## src/rtl/wb_mux_pkg.sv

```systemverilog
// Shared constants and types for the write-back select mux.
// Optional parity output is enabled by defining WB_MUX2_PARITY_EN.
package wb_mux_pkg;

    localparam int WB_WIDTH = 16;

    localparam logic WB_SEL_ALU = 1'b0;
    localparam logic WB_SEL_MEM = 1'b1;

    typedef logic [WB_WIDTH-1:0] wb_word_t;

endpackage

```

## src/rtl/wb_mux2_reg.sv

```systemverilog
// Valid-qualified write-back register: captures the selected word on in_valid.
// Define WB_MUX2_PARITY_EN to add an even-parity bit registered alongside out_q.
module wb_mux2_reg
    import wb_mux_pkg::*;
#(
    parameter int WIDTH = WB_WIDTH
) (
    input  logic             clk,
    input  logic             rst_n,
    input  logic [WIDTH-1:0] d,
    input  logic             in_valid,
    output logic [WIDTH-1:0] out_q,
    output logic             out_valid
`ifdef WB_MUX2_PARITY_EN
    ,
    output logic             out_par
`endif
);

    // NOTE: non-blocking assignments keep all flops sampling the pre-edge values.
    always_ff @(posedge clk) begin
        if (!rst_n) begin
            out_q     <= '0;
            out_valid <= 1'b0;
        end else begin
            out_valid <= in_valid;
            if (in_valid) begin
                out_q <= d;
            end
        end
    end

`ifdef WB_MUX2_PARITY_EN
    // Parity tracks out_q exactly: same enable, same reset.
    always_ff @(posedge clk) begin
        if (!rst_n) begin
            out_par <= 1'b0;
        end else if (in_valid) begin
            out_par <= ^d;
        end
    end
`endif

endmodule

```

## src/rtl/wb_mux2.sv

```systemverilog
// Write-back select mux: combinational ALU/load select plus a registered copy.
// Define WB_MUX2_PARITY_EN to add the out_par output.
module wb_mux2
    import wb_mux_pkg::*;
#(
    parameter int WIDTH = WB_WIDTH
) (
    input  logic             clk,
    input  logic             rst_n,
    input  logic [WIDTH-1:0] in0,
    input  logic [WIDTH-1:0] in1,
    input  logic             select,
    input  logic             in_valid,
    output logic [WIDTH-1:0] out,
    output logic [WIDTH-1:0] out_q,
    output logic             out_valid
`ifdef WB_MUX2_PARITY_EN
    ,
    output logic             out_par
`endif
);

    // Unregistered and unreset so same-cycle consumers see it even during reset.
    assign out = (select == WB_SEL_MEM) ? in1 : in0;

    wb_mux2_reg #(
        .WIDTH(WIDTH)
    ) u_reg (
        .clk      (clk),
        .rst_n    (rst_n),
        .d        (out),
        .in_valid (in_valid),
        .out_q    (out_q),
        .out_valid(out_valid)
`ifdef WB_MUX2_PARITY_EN
        ,
        .out_par  (out_par)
`endif
    );

endmodule

```

## config.mk

```make
export PLATFORM = sky130hd
export DESIGN_NAME = wb_mux2
export DESIGN_NICKNAME = d
export VERILOG_FILES = /design/src/rtl/wb_mux_pkg.sv /design/src/rtl/wb_mux2_reg.sv /design/src/rtl/wb_mux2.sv
export SDC_FILE = /design/constraint.sdc
export NUM_CORES = 1
export LEC_CHECK = 0
export ABC_AREA = 0
export CORE_ASPECT_RATIO = 1.4
export CORE_MARGIN = 2
export CORE_UTILIZATION = 35
export DETAILED_ROUTE_END_ITERATION = 8
export GPL_ROUTABILITY_DRIVEN = 0
export PLACE_DENSITY = 0.84
export RECOVER_POWER = 50
export SYNTH_ARGS = -nofsm -noshare
export SYNTH_HDL_FRONTEND = slang
export SYNTH_HIERARCHICAL = 1
export SYNTH_SLANG_ARGS = --single-unit
```

## constraint.sdc

```tcl
create_clock -name clk -period 3 [get_ports clk]
set_input_delay 0.6 -clock clk [delete_from_list [all_inputs] [get_ports clk]]
set_output_delay 0.6 -clock clk [all_outputs]
set_load 0.005 [all_outputs]
```

* Word-level counts from Yosys, hierarchy flattened
Cells that the tools add are included.
Widths: inputs -> output; s select.
** Cells by class
- Muxes and demuxes :: 1
** Operators with widths (number)
- $mux 16 :: 1
** Storage, ports and cells
- Bits in registers :: 17
- Output and inout bits :: 33
- Word-level logic and storage cells :: 3

* Longest topological paths before layout
Gate-level depths: netlist of the first run.
- Depth after elaboration :: 1
- Depth in mapped cells :: 5
- Depth with buffers taken out :: 3

* Cells and area by module
The synthesis of the first run kept the hierarchy.
** By module, submodules not included
- wb_mux2_reg :: times used 1, area an instance 643.1 um2, cells an instance 53, sequential area each 340.3 um2
- wb_mux2 :: times used 1, area an instance 249.0 um2, cells an instance 18, sequential area each 0.0 um2

* Least setup slack after synthesis of the first run
OpenSTA, ideal clock, no wires.
- Path kind :: input port to output port
- Start point :: in select
- End point :: out out[10]
- Path slack :: 1.246 ns
- Arrival :: 1.154 ns
- Cell stages on the path :: 3
- Data required time :: 2.400 ns
- Buffers on the path :: 2
- Path through :: buf_6 buf_12 mux2_4
** On the way
- Longest elaborated chain between the ends :: 1
** RTL lines
- start: declaration :: line wb_mux2.sv:12 : input logic select,
- $mux 16 :: line wb_mux2.sv:24 : assign out = (select == WB_SEL_MEM) ? in1 : in0;
- end: declaration :: line wb_mux2.sv:14 : output logic [WIDTH-1:0] out,
Every way passes these cells.

* Worst setup path after layout of the first run
- Start point :: in select
- End point :: out out[0]
Same word-level chain as after synthesis.

==> results.json, run 1 <==
{
  "final_area_mm2": 0.00157,
  "yosysSeqAreaShare_pct": 38.1,
  "grt_start_max_net_pins": 18,
  "syn_avg_cell_area_um2": 12.6,
  "criticalPathCategory": "input port to output pin",
  "syn_inst": 71,
  "post_cts_buffers": 0,
  "synthTopCellsByArea": "dfxtp_1 38%, mux2i_1 18%, mux2_4 17%, nor2b_1 11%, mux2_2 7.6%",
  "crit_arrival_ns": 2.19,
  "fp.dieW_um": 46.7,
  "clockBufferDepth": 2,
  "cts_tree": "done",
  "worst_pin_slew_ns": 0.484,
  "grt_util_all_layers_pct": 15.9,
  "grt_pass1_wl_mm": 3.43,
  "antenna_found_initial": 0,
  "r2r_setup_slack_ns": 2.38,
  "period_needed_ns": 2.79,
  "syn_to_final_growth_pct": 76.3,
  "place_area_mm2": 0.00158,
  "fmax_mhz": 359,
  "drt_iter0_markers": 6,
  "grt_pass1_vias": 854,
  "vias": 785,
  "routedWlPerCell_um": 12.5,
  "hold_buffers": 0,
  "dp_hpwl_mm": 1.68,
  "clk_latency_ns": 0.28,
  "syn_nets": 107,
  "fin_tns_setup_ns": 0,
  "ys_seq_elements": 17,
  "synth_top_cell_area_share_pct": 38.1,
  "syn-cell-area_um2": 892,
  "worstHoldPathType": "register to register",
  "finalMaxSlewViolations": 0,
  "clock_sinks": 17,
  "rows": 21,
  "end_kind": "output pin",
  "relSlewSlack_pct": 67.7,
  "clock_skew_ns": 0,
  "viasPerCell": 4.51,
  "antenna_cells": 0,
  "rsz0062_at_grt": "false",
  "drc_errors": 0,
  "ir_drop_v": 0.000213,
  "power_density_mw_per_mm2": 343,
  "dieArea_mm2": 0.00297,
  "cts_buffers": 3,
  "hold_viol_final": 0,
  "port_buffers": 68,
  "yosysTopAreaCell": "dfxtp_1",
  "worstSetupStartpointType": "input port",
  "firstDrtPassIters": 2,
  "leakagePower_nw": 0.648,
  "core-area_mm2": 0.00242,
  "die_h_um": 63.7,
  "critPathMaxFanout": 16,
  "maxCapViolCount": 0,
  "post_cts_resized": 0,
  "clkTransAtPathRegs_ns": 0.09,
  "ys_warn_count": 6,
  "postRouteAntennaNets": 0,
  "yosysUniqueCellTypes": 9,
  "setup_violations": 0,
  "clockRootBuffer": "clkbuf_4",
  "outcome": "finished clean",
  "grt_overflow": 0,
  "cp.required_ns": 2.40,
  "nets": 177,
  "pin_count": 69,
  "fin_crit_sh_pct": 92.9,
  "start_util_pct": 36.9,
  "layout-drive-gt1-share_pct": 6.43,
  "htree_levels": 1,
  "wirelength_mm": 2.18
}
report_power, final:
group / switching, mW / internal [mW]
Combinational: 0.0511 / 0.121
Clock: 0.0671 / 0.0516
Sequential: 0.00728 / 0.241
cell usage in the layout (no fill, tap or decap):
cell             netlist  final
and2_2                 1      1
buf_12                 2      1
buf_4                  0      1
clkbuf_1               1      1
clkbuf_4               0      3
clkdlybuf4s50_1        0     58
dfxtp_1               17     17
dlygate4sd3_1          0     10
mux2_1                 0     13
mux2_2                 6      1
mux2_4                10      2
mux2i_1               16     16
nor2b_1               16     16
per-layer routing:
| layer | up-vias | track usage (%) | part of all wire (%) |
|---|---|---|---|
| li1 | 380 | - | - |
| met1 | 352 | 14.9 | 34 |
| met2 | 47 | 29.0 | 53 |
| met3 | 6 | 4.24 | 10 |
| met4 | 0 | 8.33 | 2.2 |
| met5 | - | 0 | 0 |
sequential cells by signal (all words and copies together), names as in the netlist:
| name | flops |
|---|---|
| u_reg/out_q | 16 |
| u_reg/out_valid | 1 |
synthesized netlist by cell type, drive strengths merged:
library cell and n:
and2 1, buf 4, clkbuf 1, dfxtp 17, mux2 16, mux2i 16
nor2b 16
layout make-up:
class	instances	area, µm²
fill	219	845
timing repair buffer	70	708
multi-input combinational	49	455
sequential	17	340
tap	34	42.5
clock buffer	4	26.3
kinds of logic (layout without fill, tap and decap cells):
kind of cell,count (synthesis),after routing,synth area share (%)
and+or+nand+nor,17,17,12.1
DFF,17,17,38.1
buffers and inverters,5,74,7.43
muxes,32,32,42.4
metrics by stage:
step	utilization, %	setup WS (ns)	total power, mW	std cells	hold WS [ns]
after floorplan	-	1.25	0.328	71	0.507
after global placement	65.2	0.315	0.437	170	0.498
after detailed placement	65.2	0.274	0.440	170	0.504
after CTS	66.3	0.271	0.560	174	0.527
after global routing	65.1	0.163	0.569	174	0.547
final	65.1	0.212	0.539	174	0.515
final timing paths:
path,cells after the start,start,endpoint
hold reg to reg,2,u_reg/out_q[7]$_SDFFE_PN0P_,u_reg/out_q[7]$_SDFFE_PN0P_
setup reg to reg,2,u_reg/out_q[9]$_SDFFE_PN0P_,u_reg/out_q[9]$_SDFFE_PN0P_
hold / removal,2,u_reg/out_q[7]$_SDFFE_PN0P_,u_reg/out_q[7]$_SDFFE_PN0P_
setup / recovery,4,select,out[0]
worst max-delay path, stage by stage:
cell,delay (ns)
dlygate4sd3_1,0.57
buf_12,0.17
mux2_1,0.37
clkdlybuf4s50_1,0.48
Power figures use the tool's default switching activity.
==> run 2, diff against run 1 <==
--- a/config.mk
+++ b/config.mk
@@ -8,10 +8,10 @@
 export ABC_AREA = 0
 export CORE_ASPECT_RATIO = 1.4
 export CORE_MARGIN = 2
-export CORE_UTILIZATION = 35
+export CORE_UTILIZATION = 33
 export DETAILED_ROUTE_END_ITERATION = 8
 export GPL_ROUTABILITY_DRIVEN = 0
-export PLACE_DENSITY = 0.84
+export PLACE_DENSITY = 0.87
 export RECOVER_POWER = 50
 export SYNTH_ARGS = -nofsm -noshare
 export SYNTH_HDL_FRONTEND = slang
==> constraint.sdc (replaced) <==
create_clock -name clk -period 2.8 [get_ports clk]
set_input_delay 0.56 -clock clk [delete_from_list [all_inputs] [get_ports clk]]
set_output_delay 0.56 -clock clk [all_outputs]
set_load 0.005 [all_outputs]
==> results.json, run 2 (synthesis gave the netlist of run 1 again) <==
{
  "port_buffers": 68,
  "ir_drop_v": 0.000254,
  "wirelength_mm": 2.29,
  "grt_start_max_net_pins": 18,
  "vias": 788,
  "drc_errors": 0,
  "maxCapViolCount": 0,
  "worstHoldPathType": "register to register",
  "dp_hpwl_mm": 1.84,
  "largest_reg_flops": 16,
  "cts_tree": "done",
  "top_register": "u_reg/out_q",
  "finalMaxSlewViolations": 0,
  "nets": 177,
  "r2r_end": "u_reg/out_q[2]$_SDFFE_PN0P_",
  "worst_pin_slew_ns": 0.720,
  "syn_to_final_growth_pct": 79.1,
  "hold_viol_final": 0,
  "crit_arrival_ns": 2.06,
  "criticalPathCategory": "input port to output pin",
  "die_h_um": 65.5,
  "fmax_mhz": 382,
  "postRouteAntennaNets": 0,
  "pin_count": 69,
  "critPathLaunch": "select",
  "worstRegToRegCells": 2,
  "layout_setup_ws_ns": 0.182,
  "outcome": "finished clean",
  "fin_tns_setup_ns": 0,
  "finalHoldWorstSlack_ns": 0.519,
  "layout-drive-gt1-share_pct": 13.6,
  "layout_commonest_cell": "clkdlybuf4s50_1",
  "core-area_mm2": 0.00259,
  "rows": 22,
  "grt_util_all_layers_pct": 15.4,
  "crit_chain": "clkdlybuf4s50_1 -> buf_12 -> mux2_1 -> clkdlybuf4s50_1",
  "power_density_mw_per_mm2": 368,
  "htree_levels": 1,
  "cts_buffers": 3,
  "clockRootBuffer": "clkbuf_4",
  "crit_slowest_cell": "clkdlybuf4s50_1",
  "fin_crit_sh_pct": 93.5,
  "cp.required_ns": 2.24,
  "setup_violations": 0,
  "clk_latency_ns": 0.28,
  "clockBufferDepth": 2,
  "grt_pass1_wl_mm": 3.42,
  "end_kind": "output pin",
  "hold_buffers": 0,
  "layout_common_cells": "58 x clkdlybuf4s50_1, 17 x dfxtp_1, 16 x mux2i_1, 16 x nor2b_1, 10 x dlygate4sd3_1",
  "pre_cts_slack_ns": 0.169,
  "r2r_setup_slack_ns": 2.16,
  "firstDrtPassIters": 2,
  "grt_pass1_vias": 840,
  "clock_sinks": 17,
  "final_area_mm2": 0.00160,
  "antenna_found_initial": 0,
  "post_cts_resized": 0,
  "dieArea_mm2": 0.00314,
  "top_regs": "u_reg/out_q x16, u_reg/out_valid x1",
  "clkTransAtPathRegs_ns": 0.10,
  "endpoint": "out[7]",
  "post_cts_buffers": 0,
  "leakagePower_nw": 0.673,
  "viasPerCell": 4.48,
  "worstSetupStartpointType": "input port",
  "dpl.cell_count": 172,
  "period_needed_ns": 2.62,
  "relSlewSlack_pct": 52.0,
  "routedWlPerCell_um": 13.0,
  "grt_overflow": 0,
  "critical-path-max-stage-delay_ns": 0.50,
  "antenna_cells": 0,
  "rsz0062_at_grt": "false",
  "place_area_mm2": 0.00158,
  "reg2reg_from": "u_reg/out_q[2]$_SDFFE_PN0P_",
  "cpMostUsedCell": "clkdlybuf4s50_1",
  "fp.dieW_um": 47.9,
  "drt_iter0_markers": 2,
  "clock_skew_ns": 0,
  "fin_cells": 176,
  "start_util_pct": 34.5,
  "critPathMaxFanout": 16
}
-- run 2: where the power goes --
part / total, mW / switching [mW] / internal [mW]
Sequential: 0.266 / 0.00792 / 0.258
Combinational: 0.194 / 0.0566 / 0.138
Clock: 0.127 / 0.0722 / 0.0552
Total: 0.588 / 0.137 / 0.451
-- run 2: through the flow --
stage                     util, %  power [mW]
final                        61.8       0.588
after floorplan                 -       0.352
after global placement       61.0       0.468
after global routing         61.8       0.622
after detailed placement     61.0       0.474
after CTS                    62.0       0.603
-- run 2: final cells by class --
cell class / count / area (µm²)
Clock buffer: 4 / 26.3
Fill cell: 235 / 990
Multi-Input combinational cell: 49 / 482
Sequential cell: 17 / 340
Tap cell: 36 / 45.0
Timing Repair Buffer: 70 / 704
-- run 2: critical path, delay by kind of cell --
kind | cells | cell delay [ns]
buf+inv | 3 | 1.13
mux | 1 | 0.35
-- run 2: routing by layer --
layer	GRT usage, %	part of all wire [%]
met3	4.95	10
met5	0	0
met2	28.7	55
met1	13.2	33
met4	8.11	1.3
-- run 2: worst min path at each step --
stage                                startpoint                           to  slack [ns]  cells past startpoint
finish              u_reg/out_q[5]$_SDFFE_PN0P_  u_reg/out_q[5]$_SDFFE_PN0P_        0.52                      2
global route        u_reg/out_q[5]$_SDFFE_PN0P_  u_reg/out_q[5]$_SDFFE_PN0P_        0.55                      2
CTS                 u_reg/out_q[8]$_SDFFE_PN0P_  u_reg/out_q[8]$_SDFFE_PN0P_        0.53                      2
detailed placement  u_reg/out_q[8]$_SDFFE_PN0P_  u_reg/out_q[8]$_SDFFE_PN0P_        0.50                      2
global placement    u_reg/out_q[4]$_SDFFE_PN0P_  u_reg/out_q[4]$_SDFFE_PN0P_        0.50                      2
floorplan           u_reg/out_q[0]$_SDFFE_PN0P_  u_reg/out_q[0]$_SDFFE_PN0P_        0.51                      2
==> RTL change 1, RTL diff (config.mk and constraints of run 2) <==
Build with the macro `WB_MUX2_PARITY_EN` defined.
--- a/src/rtl/wb_mux2_reg.sv
+++ b/src/rtl/wb_mux2_reg.sv
@@ -1,5 +1,7 @@
 // Valid-qualified write-back register: captures the selected word on in_valid.
 // Define WB_MUX2_PARITY_EN to add an even-parity bit registered alongside out_q.
+`define WB_MUX2_PARITY_EN
+
 module wb_mux2_reg
     import wb_mux_pkg::*;
 #(
Check against the original RTL (old outputs only; new: out_par): equivalent (Yosys induction, for registers that start in step).
==> RTL change 1 against run 2 <==
- sequential cell count is 1 higher
- maximum frequency is 1.6% lower
- cell area is 11% higher
- combinational power is 43% higher
- power is 31% higher
- area after synthesis is 16% higher
- largest power group unchanged
- synthesized cell count is 25% higher
- clock skew stayed put
- worst setup slack worse by 42 ps
- wire length is 19% higher
==> RTL change 1: results (changes against run 2) <==
Run status:
- Outcome: finished clean (unchanged).

Timing:
- The hold slack is 521 ps (was 519 ps).

GRT:
- The global routing met3 resource utilization is 0.0363 (was 0.0495).
- The routing usage on met2 is 0.300 (was 0.287).
- The global-route usage over all layers is 0.158 (was 0.154).
- The via count of the first global-routing pass is 981 (was 840).
- The first-pass GRT wire length is 4.37 mm (was 3.42 mm).

Setup path:
- The beginning of the worst register-to-register path was u_reg/out_par$_SDFFE_PN0P_ (was u_reg/out_q[2]$_SDFFE_PN0P_).
- The peak per-stage delay on the critical path is 480 ps (was 500 ps).
- The capture point of the worst path is out[6] (was out[7]).
- The reg-to-reg critical path endpoint is u_reg/out_par$_SDFFE_PN0P_ (was u_reg/out_q[2]$_SDFFE_PN0P_).

Power:
- The maximum vdd drop is 0.203 mV (was 0.254 mV).

Synthesis:
- The number of distinct library cells after synthesis is 14 (was 9).
- Biggest area contributors in the synthesized netlist: dfxtp_1 (35%), mux2i_1 (16%), mux2_4 (15%) (was dfxtp_1 (38%), mux2i_1 (18%), mux2_4 (17%)).
- The sequential element share of the synthesized area is 0.350 (was 0.381).
- The per-instance average area after synthesis came to 11.6 um^2 (was 12.6 um^2).
- The XOR/XNOR share of the synthesized area is 0.127 (was 0).
- Most frequent cells after synthesis: dfxtp_1 (18), mux2i_1 (16), nor2b_1 (16) (was dfxtp_1 (17), mux2i_1 (16), nor2b_1 (16)).
- The mux contribution to synthesized area is 0.367 (was 0.424).

Routing:
- The average wire per cell in the routed design is 13.7 um (was 13.0 um).
- The routed wire length on met2 was 1.51 mm (was 1.26 mm).
- The met1 routed wirelength after detailed routing was 941 um (was 766 um).

Layout:
- The number of nets in the layout is 197 (was 177).
- The share of layout cells above drive strength 1 is 0.0875 (was 0.136).
- Registers with the highest flip-flop counts: u_reg/out_q (16), u_reg/out_par (1), u_reg/out_valid (1) (was u_reg/out_q (16), u_reg/out_valid (1)).

Hold path:
- The worst hold path endpoint is u_reg/out_q[11]$_SDFFE_PN0P_ (was u_reg/out_q[5]$_SDFFE_PN0P_).
[RTL change 1: cell types whose count changed in the layout (fill, tap and decap cells not counted), sizes merged, moves of 2 or more]
| cell | delta |
|---|---|
| buf | +2 |
| clkdlybuf4s50 | -4 |
| dlygate4sd3 | +5 |
| xor2 | +2 |
| xnor2 | +13 |
[RTL change 1: cell type report]
| class | count | area (um^2) |
|---|---|---|
| Multi-Input combinational cell | 66 | 603 |
| Timing Repair Buffer | 72 | 713 |
| Clock buffer | 4 | 55.1 |
| Sequential cell | 18 | 360 |
| Tap cell | 39 | 48.8 |
| Fill cell | 287 | 1280 |
[RTL change 1: metrics by stage]
stage               cell area [um^2]  worst slack (ps)
finish                          1780               140
floorplan                       1030               856
global route                    1780               106
global placement                1750               171
detailed placement              1750               157
CTS                             1800               153
[RTL change 1: power by group]
part           internal [mW]  leakage, nW  switching (mW)
Combinational          0.181        0.557          0.0963
Sequential             0.277        0.149         0.00918
Clock                  0.125       0.0288          0.0831
==> RTL change 2, RTL diff (settings of run 2) <==
Without the edit above. Register the output `out`, without a reset; this adds one clock of latency there. The other outputs are not delayed to match.
--- a/src/rtl/wb_mux2.sv
+++ b/src/rtl/wb_mux2.sv
@@ -20,15 +20,17 @@
 `endif
 );
 
+    logic [WIDTH-1:0] out_d;
+
     // Unregistered and unreset so same-cycle consumers see it even during reset.
-    assign out = (select == WB_SEL_MEM) ? in1 : in0;
+    assign out_d = (select == WB_SEL_MEM) ? in1 : in0;
 
     wb_mux2_reg #(
         .WIDTH(WIDTH)
     ) u_reg (
         .clk      (clk),
         .rst_n    (rst_n),
-        .d        (out),
+        .d        (out_d),
         .in_valid (in_valid),
         .out_q    (out_q),
         .out_valid(out_valid)
@@ -38,5 +40,9 @@
 `endif
     );
 
+    always_ff @(posedge clk) begin
+        out <= out_d;
+    end
+
 endmodule
 
Behaviour: not the same (Yosys sat finds a counterexample within 4 cycles, from zero or initial values and one cycle with rst_n low).
==> RTL change 2 against run 2 <==
- wire length increased by 13%
- first-iteration DRC count increased to 5.5 times the old value
- worst setup slack better by 870 ps
- area after synthesis rose by 36%
- via count grew 12%
- power grew 97%
- maximum frequency is 50% higher
- cell area rose by 24%
- highest routed layer unchanged
- sequential cell count grew 16
- combinational power decreased by 6%
==> RTL change 2: results (changes against run 2) <==
Layout:
- Registers with the highest flip-flop counts: out (16), u_reg/out_q (16), u_reg/out_valid (1) (was u_reg/out_q (16), u_reg/out_valid (1)).
- The count of non-filler cells in the finished layout is 202 (was 176).
- The share of layout cells above drive strength 1 is 0.0938 (was 0.136).

GRT:
- The global-route usage over all layers is 0.128 (was 0.154).
- The met1 track demand over resource came to 0.132 (about the same).
- The global routing met3 resource utilization is 0.0764 (was 0.0495).
- The routing usage on met2 is 0.208 (was 0.287).
- The via count of the first global-routing pass is 858 (was 840).
- The first-pass GRT wire length is 3.97 mm (was 3.42 mm).

Timing:
- The measured slew at the worst slew-check pin is 497 ps (was 720 ps).

Routing:
- The vias after detailed routing came to 881 (was 788).
- The met1 routed wirelength after detailed routing was 1.05 mm (was 766 um).
- The number of detailed-route iterations in the first pass is 4 (was 2).
- The count of routing violations after the opening detailed-route iteration was 11 (was 2).
- The top routing layer in use is met4 (unchanged).
- The sum of met3 wire segment lengths after detailed routing was 248 um (was 233 um).
- The routed wire length on met2 came to 1.27 mm (was 1.26 mm).
- The average wire per cell in the routed design was 12.8 um (was 13.0 um).

Setup path:
- The data arrival time of the critical path is 1920 ps (was 2060 ps).
- The critical path's top delay family was buffers and inverters (unchanged).
- The beginning of the worst register-to-register path is u_reg/out_q[15]$_SDFFE_PN0P_ (was u_reg/out_q[2]$_SDFFE_PN0P_).
- The peak per-stage delay on the critical path is 520 ps (was 500 ps).
- The critical path's slowest cell was dlygate4sd3_1 (was clkdlybuf4s50_1).

Place:
- The quantity of I/O buffers inserted on ports was 68 (unchanged).
- The sum of net half-perimeters after detailed placement is 1.94 mm (was 1.84 mm).
- The count of placed standard cells including taps is 194 (was 172).
- The worst slack at placement came to 787 ps (was 169 ps).
- The post-placement cell area is 1890 um^2 (was 1580 um^2).

Power:
- The maximum vdd drop came to 0.452 mV (was 0.254 mV).
- The leakage power figure was 0.803 nW (was 0.673 nW).

Run status:
- Outcome: finished clean (unchanged).

Clock network:
- The total setup buffers inserted after CTS is 0 (unchanged).
- The maximum root-to-sink buffer count came to 2 (unchanged).
- The number of buffers added by the clock tree synthesis step is 5 (was 3).
- The root buffer cell was clkbuf_8 (was clkbuf_4).
- The clock transition time at the flip-flop clock pins of the worst setup and hold paths is 70 ps (was 100 ps).
- The number of levels in the clock H-tree is 2 (was 1).

Synthesis:
- Biggest area contributors in the synthesized netlist: dfxtp_1 (54%), mux2i_1 (13%), mux2_4 (12%) (was dfxtp_1 (38%), mux2i_1 (18%), mux2_4 (17%)).
- The mux contribution to synthesized area is 0.312 (was 0.424).
- The net count after synthesis is 123 (was 107).
- The instance count of the mapped netlist is 87 (was 71).
- The number of distinct library cells after synthesis was 9 (unchanged).
- The sequential element share of the synthesized area came to 0.545 (was 0.381).
- The fraction of registers with async set/reset was 0 (unchanged).
==> RTL change 2: power breakdown <==
part | internal, mW | total, mW | switching (mW)
logic | 0.128 | 0.183 | 0.0546
registers | 0.504 | 0.517 | 0.0127
clock network | 0.289 | 0.457 | 0.168
total | 0.922 | 1.16 | 0.235
==> RTL change 2: layout make-up <==
cell class                 count  area, um^2
tap                           42        52.6
clock buffer                   6        82.6
multi-input combinational     49         452
fill                         326        1600
sequential                    33         661
timing repair buffer          70         696
clock inverter                 2        37.5
==> RTL change 2: path summary, 6_finish.rpt <==
| check | to | slack [ps] |
|---|---|---|
| setup / recovery | u_reg/out_q[13]$_SDFFE_PN0P_ | 1050 |
| setup reg to reg | u_reg/out_q[15]$_SDFFE_PN0P_ | 2180 |
| hold reg to reg | u_reg/out_q[5]$_SDFFE_PN0P_ | 520 |
| hold / removal | u_reg/out_q[5]$_SDFFE_PN0P_ | 520 |
